<file path="config.mk">
export PLATFORM = sky130hd
export DESIGN_NAME = gpu_instruction_dispatcher
export DESIGN_NICKNAME = d
export VERILOG_FILES = /design/src/rtl/gpu_instruction_dispatcher.sv
export SDC_FILE = /design/constraint.sdc
export NUM_CORES = 1
export LEC_CHECK = 0
export CAP_MARGIN = 15
export CORE_MARGIN = 5
export CORE_UTILIZATION = 30
export CTS_CLUSTER_DIAMETER = 60
export CTS_CLUSTER_SIZE = 16
export DETAILED_ROUTE_END_ITERATION = 10
export PLACE_DENSITY = 0.65
export SLEW_MARGIN = 30
export SYNTH_ARGS = -nofsm -noshare
export SYNTH_HDL_FRONTEND = slang
export SYNTH_SLANG_ARGS = --single-unit
</file>
<file path="constraint.sdc">
create_clock -name clk -period 2.65 [get_ports clk]
set_clock_uncertainty 0.1 [all_clocks]
set_input_delay 0.3975 -clock clk [delete_from_list [all_inputs] [get_ports clk]]
set_output_delay 0.3975 -clock clk [all_outputs]
set_load 0.01 [all_outputs]
</file>
<file path="src/rtl/gpu_instruction_dispatcher.sv">
// Pops GPU instructions, latches the command fields and issues them to the fill/line/arc raster units.
// Optional WAIT watchdog with abort: define GPU_DISPATCH_WATCHDOG_EN.
`ifndef WIDTH_BITS
`define WIDTH_BITS 10
`endif
`ifndef HEIGHT_BITS
`define HEIGHT_BITS 9
`endif
`ifndef CHANNEL_BITS
`define CHANNEL_BITS 8
`endif

module gpu_instruction_dispatcher #(
   parameter logic [3:0] OP_NOP  = 4'h0,
   parameter logic [3:0] OP_FILL = 4'h1,
   parameter logic [3:0] OP_LINE = 4'h2,
   parameter logic [3:0] OP_ARC  = 4'h3
`ifdef GPU_DISPATCH_WATCHDOG_EN
   ,
   parameter int unsigned TIMEOUT_CYCLES = 1023
`endif
) (
   input  logic                       clk,
   input  logic                       n_rst,
   input  logic                       enable_i,
   input  logic                       fifo_empty_i,
   output logic                       fifo_pop_o,
   input  logic [3:0]                 fifo_opcode_i,
   input  logic [`WIDTH_BITS-1:0]     fifo_x1_i,
   input  logic [`HEIGHT_BITS-1:0]    fifo_y1_i,
   input  logic [`WIDTH_BITS-1:0]     fifo_x2_i,
   input  logic [`HEIGHT_BITS-1:0]    fifo_y2_i,
   input  logic [`WIDTH_BITS-1:0]     fifo_rad_i,
   input  logic [`CHANNEL_BITS-1:0]   fifo_r_i,
   input  logic [`CHANNEL_BITS-1:0]   fifo_g_i,
   input  logic [`CHANNEL_BITS-1:0]   fifo_b_i,
   input  logic [2:0]                 fifo_oct_i,
   output logic [3:0]                 cmd_opcode_o,
   output logic [`WIDTH_BITS-1:0]     cmd_x1_o,
   output logic [`HEIGHT_BITS-1:0]    cmd_y1_o,
   output logic [`WIDTH_BITS-1:0]     cmd_x2_o,
   output logic [`HEIGHT_BITS-1:0]    cmd_y2_o,
   output logic [`WIDTH_BITS-1:0]     cmd_rad_o,
   output logic [`CHANNEL_BITS-1:0]   cmd_r_o,
   output logic [`CHANNEL_BITS-1:0]   cmd_g_o,
   output logic [`CHANNEL_BITS-1:0]   cmd_b_o,
   output logic [2:0]                 cmd_oct_o,
   output logic [2:0]                 start_o,
   input  logic [2:0]                 done_i,
   output logic [2:0]                 abort_o,
   output logic                       busy_o,
   output logic                       bad_opcode_o,
   output logic                       timeout_o,
   input  logic                       clear_err_i
);

   typedef enum logic [1:0] {IDLE, FETCH, ISSUE, WAIT} state_t;

   state_t     state_q, state_d;
   logic [2:0] active_q, active_d;
   logic       bad_q, bad_set;
   logic       done_hit;

`ifdef GPU_DISPATCH_WATCHDOG_EN
   localparam logic [9:0] TIMEOUT_VAL = 10'(TIMEOUT_CYCLES);
   logic [9:0] cnt_q;
   logic [2:0] abort_q;
   logic       timeout_q;
   logic       wd_fire;
`endif

   assign done_hit = |(done_i & active_q);

   always_comb begin
      state_d  = state_q;
      active_d = active_q;
      bad_set  = 1'b0;
`ifdef GPU_DISPATCH_WATCHDOG_EN
      wd_fire  = 1'b0;
`endif
      case (state_q)
         IDLE: if (enable_i && !fifo_empty_i) state_d = FETCH;
         FETCH: begin
            state_d = IDLE;
            if (fifo_opcode_i == OP_FILL) begin
               active_d = 3'b001;
               state_d  = ISSUE;
            end else if (fifo_opcode_i == OP_LINE) begin
               active_d = 3'b010;
               state_d  = ISSUE;
            end else if (fifo_opcode_i == OP_ARC) begin
               active_d = 3'b100;
               state_d  = ISSUE;
            end else if (fifo_opcode_i != OP_NOP) begin
               bad_set = 1'b1;
            end
         end
         ISSUE: state_d = WAIT;
         WAIT: begin
            if (done_hit) begin
               state_d = IDLE;
`ifdef GPU_DISPATCH_WATCHDOG_EN
            // fires on the cycle the count reaches the limit; a same-cycle done wins above
            end else if (cnt_q + 10'd1 == TIMEOUT_VAL) begin
               state_d = IDLE;
               wd_fire = 1'b1;
`endif
            end
         end
         default: state_d = IDLE;
      endcase
   end

   always_ff @(posedge clk or negedge n_rst) begin
      if (!n_rst) begin
         state_q      <= IDLE;
         active_q     <= '0;
         bad_q        <= 1'b0;
         cmd_opcode_o <= '0;
         cmd_x1_o     <= '0;
         cmd_y1_o     <= '0;
         cmd_x2_o     <= '0;
         cmd_y2_o     <= '0;
         cmd_rad_o    <= '0;
         cmd_r_o      <= '0;
         cmd_g_o      <= '0;
         cmd_b_o      <= '0;
         cmd_oct_o    <= '0;
      end else begin
         state_q  <= state_d;
         active_q <= active_d;
         if (clear_err_i)  bad_q <= 1'b0;
         else if (bad_set) bad_q <= 1'b1;
         if (state_q == FETCH) begin
            cmd_opcode_o <= fifo_opcode_i;
            cmd_x1_o     <= fifo_x1_i;
            cmd_y1_o     <= fifo_y1_i;
            cmd_x2_o     <= fifo_x2_i;
            cmd_y2_o     <= fifo_y2_i;
            cmd_rad_o    <= fifo_rad_i;
            cmd_r_o      <= fifo_r_i;
            cmd_g_o      <= fifo_g_i;
            cmd_b_o      <= fifo_b_i;
            cmd_oct_o    <= fifo_oct_i;
         end
      end
   end

`ifdef GPU_DISPATCH_WATCHDOG_EN
   always_ff @(posedge clk or negedge n_rst) begin
      if (!n_rst) begin
         cnt_q     <= '0;
         abort_q   <= '0;
         timeout_q <= 1'b0;
      end else begin
         if (state_q == ISSUE)     cnt_q <= '0;
         else if (state_q == WAIT) cnt_q <= cnt_q + 10'd1;
         abort_q <= wd_fire ? active_q : 3'b000;
         if (clear_err_i)  timeout_q <= 1'b0;
         else if (wd_fire) timeout_q <= 1'b1;
      end
   end

   assign abort_o   = abort_q;
   assign timeout_o = timeout_q;
`else
   assign abort_o   = '0;
   assign timeout_o = 1'b0;
`endif

   assign fifo_pop_o   = (state_q == FETCH);
   assign start_o      = (state_q == ISSUE) ? active_q : 3'b000;
   assign busy_o       = (state_q != IDLE);
   assign bad_opcode_o = bad_q;

endmodule

</file>
==> run metrics <==
non-filler instance count after layout=528; Synth area leader=dfrtp_1; Core Util, Final=0.477; yosys warns=0; M1 wire length=3750 um; Max Cap Viol=0; Via density=4.35; leakage=2.50 nW; Seq/Total Area, Yosys=0.580; vias in the first global route=2582; # port buffers=171; # nets final=463; drt drc=0; area fraction of the dominant cell type after synthesis=0.580; DR WL met3=865 um; Die Height=121 um; most frequent cells in the layout=170 x clkdlybuf4s50_1, 85 x dfrtp_1, 78 x mux2_4, 9 x clkbuf_16; Startpoint Class=flop; Post CTS Setup Buffer Count=0; fin crit period=roughly 2.2 ns; Clock Latency Late Sink=0.34 ns; Max FO, Critical Path=6; Total GRT Usage=0.125; first-pass GRT wire length=14100 um; share of cells above drive strength 1=0.255; initial antenna violation count=0; wire length on met2=4210 um; gr ovfl total=0; row cnt=40; I/O Pins=about 180; Slew Viols, Final=0; Avg Cell Area, Syn=18.3 um2; TritonRoute pass-1 iters=4; Detailed Route Iter0 Violations=110; crit share post-route=0.825; largest net degree at the start of global routing=81; wire per inst=approximately 17 um; final hold vios=0; Max Used Layer=met4; Cell Area, Synth=0.00367 mm2; final setup fails=0; htree depth=3; Clock transition at path regs=0.06 ns; Tightest Pin Transition=0.647 ns; slowest CP cell=clkdlybuf4s50_1; Slew headroom=0.569; count of cell types in the netlist=22; fmax=458 MHz; Antenna Nets Post-Route=0; Ant. Diodes=0; CP Cell Sequence=and2b_1 > and2_1 > clkdlybuf4s50_1; CTS tree=built; WP data arrival=1.69 ns; Die W=between 100 and 150 um; die footprint=between 0.01 and 0.015 mm2; Pwr Density=1300 mW/mm2; RSZ-0062 raised after global routing=false; routed vias=2297; clock sinks=85; DP Wirelength=6370 um; filler instances=1062; HP Class=reg2reg; #FFs+latches synth=85; initial core utilization=0.305; Crit path largest cell delay=~0.54 ns; top post-synthesis cells by area=dfrtp_1 58%, mux2_4 32%, buf_12 4.9%; CP Class=reg2out; synthesis-to-layout area growth=56.1%; area of the core=0.0120 mm2; Syn Inst Count=roughly 200; maximum vdd drop=632 uV; Inst Count DP=roughly 500; most common cell after layout, fill and taps aside=clkdlybuf4s50_1; final WL=8920 um; CP Capture Type=output port; RD Place Congestion=0.714; worst path required time=about 2.2 ns; area of the multi-input gates=0.00134 mm2; status=completed; Sum Neg Setup Slack=0 ns; TritonCTS Buffers=9; register area=0.00213 mm2; Clock Tree Buf Depth=2; Root Buffer=clkbuf_16
==> cell families (layout without fill, tap and decap cells) <==
kind of cell    Yosys count  after routing  share of synthesized area
compound gates            9              9                     0.0150
buf+inv                  15            192                     0.0593
mux                      79             79                      0.322
other cells               1              4                    0.00102
flops                    85             85                      0.580
simple gates             12             12                     0.0225
==> final timing paths <==
check / from / to / slack, ns / cells past startpoint
max: flop / start_o[2] / 0.46 / 3
min: cmd_y2_o[2]$_DFFE_PN0P_ / cmd_y2_o[2]$_DFFE_PN0P_ / 0.41 / 1
max reg2reg: flop / cmd_y2_o[2]$_DFFE_PN0P_ / 0.83 / 3
min reg2reg: cmd_y2_o[2]$_DFFE_PN0P_ / cmd_y2_o[2]$_DFFE_PN0P_ / 0.41 / 1
max in group asynchronous: n_rst / active_q[2]$_DFFE_PN0P_ / 1.32 / 3
min in group asynchronous: n_rst / cmd_x2_o[4]$_DFFE_PN0P_ / 0.49 / 2
==> cell usage after synthesis <==
| cell type | instances |
|---|---|
| buf_12 | 9 |
| nand2_1 | 1 |
| o21ai_0 | 1 |
| nand3b_1 | 1 |
| a22oi_1 | 1 |
| or2_2 | 1 |
| and2_1 | 4 |
| nor2b_2 | 1 |
| mux2_4 | 78 |
| dfrtp_1 | 85 |
| nand3_1 | 1 |
| nor2_1 | 1 |
| conb_1 | 1 |
| o21ai_1 | 2 |
| a21oi_1 | 3 |
| a22o_1 | 1 |
| mux2_1 | 1 |
| nor4b_2 | 1 |
| and2b_1 | 1 |
| buf_4 | 4 |
| a2bb2oi_1 | 1 |
| inv_1 | 2 |
==> layout make-up <==
type,instances,area share
inverters,2,0.00131
well taps,147,0.0321
flip-flops and latches,85,0.371
clock inverters,4,0.0127
multi-input cells,104,0.234
clock buffers,12,0.0413
repair buffers,174,0.307
==> stage by stage <==
stage / hold slack [ns] / total power (W) / setup slack (ns) / area (um2)
after floorplan: 0.00191 / 0.00466 / 1.25 / 3680
after global placement: 0.329 / 0.00615 / 0.840 / 5410
after detailed placement: 0.323 / 0.00620 / 0.775 / 5410
after CTS: 0.411 / 0.00760 / 0.438 / 5730
after global routing: 0.419 / 0.00788 / 0.348 / 5730
final: 0.406 / 0.00746 / 0.464 / 5730
==> power breakdown <==
part           total, W  internal (W)  switching, W
Clock           0.00132      0.000825      0.000499
Sequential      0.00238       0.00198      0.000397
Combinational   0.00376       0.00250       0.00127
Total           0.00746       0.00530       0.00217
==> metal layers <==
metal  up-vias  GRT usage
met5         -          0
met4         0     0.0340
met3         8     0.0613
met2       106      0.196
met1      1141      0.153
li1       1042          -
==> worst max-delay path, delay by kind of cell, from the launching register on <==
| kind | cells | cell delay (ns) |
|---|---|---|
| buf+inv | 1 | 0.54 |
| flops | 1 | 0.47 |
| simple gates | 2 | 0.34 |
==> timing repair <==
| item | CTS | global route |
|---|---|---|
| hold buffers | 1 | 0 |
| endpoints found under the hold margin | 41 | 0 |
| resized for setup | 0 | 0 |
==> sequential cells by signal (all words and copies together) (netlist names), 4 cells and up, named ones only <==
register and count:
cmd_x2_o 10, cmd_r_o 8, cmd_y1_o 9, cmd_b_o 8, cmd_rad_o 10, cmd_opcode_o 4, cmd_x1_o 10, cmd_g_o 8
cmd_y2_o 9
Note: power is estimated with default switching activity, not from simulation.
